<file path="config.mk">
export PLATFORM = sky130hd
export DESIGN_NAME = conclover_mem_arbiter
export DESIGN_NICKNAME = d
export VERILOG_FILES = /design/src/rtl/conclover_mem_arbiter_pkg.sv /design/src/rtl/conclover_rr_pick.sv /design/src/rtl/conclover_mem_arbiter.sv
export SDC_FILE = /design/constraint.sdc
export NUM_CORES = 1
export LEC_CHECK = 0
export ABC_AREA = 1
export BUFFER_PORTS_ARGS = -buffer_cell sky130_fd_sc_hd__buf_2
export CAP_MARGIN = 20
export CORE_ASPECT_RATIO = 2
export CORE_MARGIN = 2
export CORE_UTILIZATION = 40
export DETAILED_ROUTE_END_ITERATION = 10
export PLACE_DENSITY_LB_ADDON = 0.12
export SLEW_MARGIN = 30
export SYNTH_ARGS = -nofsm -noshare
export SYNTH_HDL_FRONTEND = slang
export SYNTH_SLANG_ARGS = --single-unit
</file>
<file path="constraint.sdc">
create_clock -name clk -period 1.5 [get_ports clk]
set_clock_uncertainty 0.2 [all_clocks]
set_input_delay 0.15 -clock clk [delete_from_list [all_inputs] [get_ports clk]]
set_output_delay 0.15 -clock clk [all_outputs]
set_load 0.02 [all_outputs]
</file>
<file path="src/rtl/conclover_mem_arbiter_pkg.sv">
// ---------------------------------------------------------------------------
// conclover_mem_arbiter_pkg
// Shared definitions for the two-requester byte-memory arbiter:
//   - ADDR_W_DEF / DATA_W_DEF : default relative-address and data widths
//   - state_t                 : arbiter FSM state encoding
// ---------------------------------------------------------------------------
package conclover_mem_arbiter_pkg;

    localparam int ADDR_W_DEF = 16;
    localparam int DATA_W_DEF = 8;

    typedef enum logic [1:0] {
        ST_IDLE  = 2'd0,
        ST_ISSUE = 2'd1,
        ST_WAIT  = 2'd2,
        ST_DONE  = 2'd3
    } state_t;

endpackage

</file>
<file path="src/rtl/conclover_rr_pick.sv">
// ---------------------------------------------------------------------------
// conclover_rr_pick
// Combinational 2-way round-robin picker.
//   req[1:0] : pending requests
//   last     : index of the requester served most recently
//   grant    : index of the winner (meaningful only when valid=1)
//   valid    : at least one request pending
// A lone requester always wins; on a tie the one not served last wins.
// ---------------------------------------------------------------------------
module conclover_rr_pick (
    input  logic [1:0] req,
    input  logic       last,
    output logic       grant,
    output logic       valid
);

    assign valid = |req;
    // With one request, req[1] is the index of that request.
    assign grant = (&req) ? ~last : req[1];

endmodule

</file>
<file path="src/rtl/conclover_mem_arbiter.sv">
// ---------------------------------------------------------------------------
// conclover_mem_arbiter
// Arbitrates two byte requesters onto a single memory-access unit.
// One transaction at a time: IDLE -> ISSUE -> WAIT -> DONE -> IDLE.
//
// Ports
//   clk, rst                 : clock, synchronous active-high reset
//   reqN_rd / reqN_wr        : requester N read / write, held until ackN
//   reqN_addr / reqN_wdata   : requester N relative byte address / write byte
//   ackN / rdataN            : one-cycle completion strobe / read byte
//   mem_rel_addr             : latched address to the memory-access unit
//   mem_read / mem_write     : one-cycle command pulses (ISSUE only)
//   mem_save_data            : latched write byte
//   mem_read_data / mem_rdy  : read byte and single-cycle completion
//   busy                     : high in every state except IDLE
//
// All outputs are registered. A request seen at edge T raises the command
// pulse during the following cycle; mem_rdy seen at an edge raises ack
// during the following cycle.
// ---------------------------------------------------------------------------
module conclover_mem_arbiter
    import conclover_mem_arbiter_pkg::*;
#(
    parameter int ADDR_W = ADDR_W_DEF,
    parameter int DATA_W = DATA_W_DEF
) (
    input  logic              clk,
    input  logic              rst,

    input  logic              req0_rd,
    input  logic              req0_wr,
    input  logic [ADDR_W-1:0] req0_addr,
    input  logic [DATA_W-1:0] req0_wdata,
    output logic              ack0,
    output logic [DATA_W-1:0] rdata0,

    input  logic              req1_rd,
    input  logic              req1_wr,
    input  logic [ADDR_W-1:0] req1_addr,
    input  logic [DATA_W-1:0] req1_wdata,
    output logic              ack1,
    output logic [DATA_W-1:0] rdata1,

    output logic [ADDR_W-1:0] mem_rel_addr,
    output logic              mem_read,
    output logic              mem_write,
    output logic [DATA_W-1:0] mem_save_data,
    input  logic [DATA_W-1:0] mem_read_data,
    input  logic              mem_rdy,

    output logic              busy
);

    // Requester inputs gathered into indexable arrays.
    logic [1:0]             req_any;
    logic [1:0]             req_wr;
    logic [1:0][ADDR_W-1:0] req_addr;
    logic [1:0][DATA_W-1:0] req_wdata;

    assign req_any   = {req1_rd | req1_wr, req0_rd | req0_wr};
    assign req_wr    = {req1_wr, req0_wr};
    assign req_addr  = {req1_addr, req0_addr};
    assign req_wdata = {req1_wdata, req0_wdata};

    state_t state;
    logic   last;      // most recently served requester
    logic   win_idx;   // requester owning the current transaction
    logic   pick_idx;
    logic   pick_vld;

    conclover_rr_pick u_pick (
        .req   (req_any),
        .last  (last),
        .grant (pick_idx),
        .valid (pick_vld)
    );

    always_ff @(posedge clk) begin
        if (rst) begin
            state         <= ST_IDLE;
            last          <= 1'b1;     // requester 0 wins the first tie
            win_idx       <= 1'b0;
            ack0          <= 1'b0;
            ack1          <= 1'b0;
            rdata0        <= '0;
            rdata1        <= '0;
            mem_rel_addr  <= '0;
            mem_save_data <= '0;
            mem_read      <= 1'b0;
            mem_write     <= 1'b0;
            busy          <= 1'b0;
        end else begin
            case (state)
                ST_IDLE: begin
                    if (pick_vld) begin
                        win_idx       <= pick_idx;
                        mem_rel_addr  <= req_addr[pick_idx];
                        mem_save_data <= req_wdata[pick_idx];
                        // rd+wr together is a write; the read is dropped.
                        mem_write     <= req_wr[pick_idx];
                        mem_read      <= ~req_wr[pick_idx];
                        busy          <= 1'b1;
                        state         <= ST_ISSUE;
                    end
                end
                ST_ISSUE: begin
                    mem_read  <= 1'b0;
                    mem_write <= 1'b0;
                    state     <= ST_WAIT;
                end
                ST_WAIT: begin
                    // No timeout: the memory unit is trusted to answer.
                    if (mem_rdy) begin
                        if (win_idx) rdata1 <= mem_read_data;
                        else         rdata0 <= mem_read_data;
                        ack0  <= ~win_idx;
                        ack1  <= win_idx;
                        state <= ST_DONE;
                    end
                end
                ST_DONE: begin
                    ack0  <= 1'b0;
                    ack1  <= 1'b0;
                    last  <= win_idx;
                    busy  <= 1'b0;
                    state <= ST_IDLE;
                end
                default: state <= ST_IDLE;
            endcase
        end
    end

endmodule
</file>
==> results.toml <==
[worst_setup_path]
r2r-start = "state[1]"
crit_path_end_kind = "flip-flop"
crit_type = "reg -> reg"
cp_max_fo = 12
crit_arrival_ns = 1.43
r2r_cells = 9
rrSetupSlack_ns = 0.06
r2r-end = "mem_save_data[5]"
startpoint_type = "flip-flop"
worstPathRequired_ns = 1.50

[power]
internal-power_mw = 3.914
power.density_mw_per_mm2 = 1674
switchingPower_mw = 2.555
p_leak_nw = 2.060
clock_power_share = 0.202
swShare = 0.3950
combPwrFrac = 0.497
pwr-share-seq = 0.302
peakVddDrop_v = 0.001448

[routing]
wire_per_inst_um = 13.20
via_count = 2734
dr.pass1.iters = 5
drc = 0
drt_iter0_drc = 103
ant_nets = 0
drt_wl_total_um = 7605
viasPerCell = 4.747

[timing]
finalCritPeriodShare = 0.9592
worst_slack_ns = 0.06118
fmax_mhz = 695.0
max-slew-margin-rel = 0.7308
finalHoldViolCount = 0
rsz0062_at_grt = "yes"
tightest_slew_ns = 0.4034
period_needed_ns = 1.439
maxSlewViolCount = 0
setup_viol = 0

[global_routing]
grt_max_degree = 26
grtUsageTotal = 0.2344
antenna_found_initial = 0
grt_pass1_vias = 2674
grt_pass1_wl_um = 11820
overflow = 0

[yosys]
yosys_warnings = 0
synth_edf_count = 0
synth_area_mm2 = 0.002332
ys_async_sr_fraction = 0
synth-main-ff-cell = "dfxtp_1"
synthTopCellsByCount = "nand2_1, nor2_1, dfxtp_1"
syn_inst = 341
synthesis.nets = 409
yosys.area.top_type = "dfxtp_1"
synth_top_area_frac = 0.4206
seq_area_frac_synth = 0.4206
synth-seq-cells = 49
synth.area.top_cells = "dfxtp_1, nand2_1, nor2_1"
synthDistinctLibCells = 21
syn-mean-instance-area_um2 = 6.839
yosysMostFrequentCell = "nand2_1"

[flow_run]
maxCapViolCount = 0

[floorplanning]
die_w_um = 58.00
rows = 39
core-area_mm2 = 0.005660
io_pins = 108
initial_utilization = 0.4120
dieArea_mm2 = 0.006495
die_h_um = 112.0

[clocking]
clk_path_buf_depth = 2
cts_buffers = 5
numClockSinks = 49
clk_pin_slew_worst_paths_ns = 0.06
cts_tree = "built"
clockRootBuffer = "clkbuf_16"
htree_levels = 2
insertion_delay_ns = 0.29

[status]
status = "complete, no violations"

[place]
dp_slack_ns = -0.02578
hpwlAfterDp_um = 4791
gp_congestion = 0.8232
port_buffers = 107

[layout]
area_growth_pct = 65.72
nets = 582
insertedDiodeCount = 0
drive_above_1_share = 0.3301
post-route-util = 0.6828

[min_path]
hold_start = "mem_rdy"
timing.hold.worst_path_depth = 3
min_path_type = "in -> reg"
whs_endpoint = "state[0]"
[what timing repair did]
item,CTS,global route
setup endpoints to repair,16,47
setup buffers,0,1
hold endpoints to repair,41,0
cloned,0,3
hold buffers,57,0
resized for setup,3,32
pin swaps,0,3
[power by group through the flow]
| stage | clock (mW) | sequential, mW | combinational [mW] |
|---|---|---|---|
| floorplan | 0 | 2.38 | 1.41 |
| global placement | 0 | 1.92 | 2.70 |
| detailed placement | 0 | 1.93 | 2.73 |
| CTS | 1.34 | 1.91 | 2.86 |
| global route | 1.39 | 1.99 | 3.55 |
| finish | 1.31 | 1.95 | 3.21 |
[layout by cell type (no fill, tap or decap), drive strengths merged]
cell and count:
bufinv 1, o21ai 12, nand3 36, o211ai 2, dlygate4sd3 57, inv 36
ha 5, dfxtp 49, nor2 71, clkbuf 9, buf 123, a21oi 16
nand2 98
[worst max-delay path by stage]
stage / startpoint / endpoint / cells after the start
2_1_floorplan: state[0] / mem_rel_addr[10] / 9
6_report: state[1] / mem_save_data[5] / 9
4_1_cts: state[0] / rdata1[5] / 7
3_5_place_dp: state[0] / state[1] / 7
3_3_place_gp: state[0] / state[1] / 7
5_1_grt: state[1] / mem_save_data[4] / 9
[per-layer routing]
metal,vias up,global-route usage,wire (um)
met5,-,0,0
met2,98,0.4538,4396
met4,0,0.09147,198
li1,1389,-,-
met1,1233,0.2267,2633
met3,14,0.04994,376
[through the flow]
| stage | std cells | hold WS (ns) | power [mW] | TNS (ns) | instance area (um^2) |
|---|---|---|---|---|---|
| floorplan | 341 | 0.08495 | 3.782 | -0.01763 | 2335 |
| global placement | 507 | 0.1916 | 4.626 | 0 | 2974 |
| detailed placement | 507 | 0.1987 | 4.665 | -0.02578 | 2974 |
| CTS | 572 | 0.02341 | 6.116 | -0.01409 | 3721 |
| global route | 576 | 0.05167 | 6.928 | -0.05220 | 3865 |
| finish | 576 | 0.02819 | 6.469 | 0 | 3865 |
[layout make-up]
type	count	area, um^2
clock buffer	7	142.6
timing repair buffer	182	1313
tap	61	76.32
multi-input combinational	240	1172
sequential	49	985.9
clock inverter	1	30.03
fill	471	1795
inverter	36	145.1
[state kept, by name, indices dropped and copies added (netlist names)]
register	flops
rdata0	8
last	1
mem_save_data	8
win_idx	1
rdata1	8
busy	1
mem_rel_addr	16
ack0	1
mem_read	1
ack1	1
mem_write	1
state	2
[cells by family (layout without fill, tap and decap cells)]
family                   count (synthesis)  count (layout)  synth area share
AND/OR/NAND/NOR                        205             205            0.3814
buffers and inverters                   52             226            0.1030
flip-flops                              49              49            0.4206
AO/OA/AOI/OAI                           30              30           0.06813
adder cells (fa/ha/maj)                  5               5           0.02682
[worst max-delay path, cell delays in order, from the launching register on]
cell,delay (ns)
dfxtp_4,0.38
inv_2,0.06
ha_4,0.17
nand2_4,0.08
inv_6,0.06
clkbuf_16,0.17
nor2_1,0.09
nor2_1,0.04
nand2_1,0.07
inv_1,0.03
No activity file was read; power rests on OpenSTA's default activity.
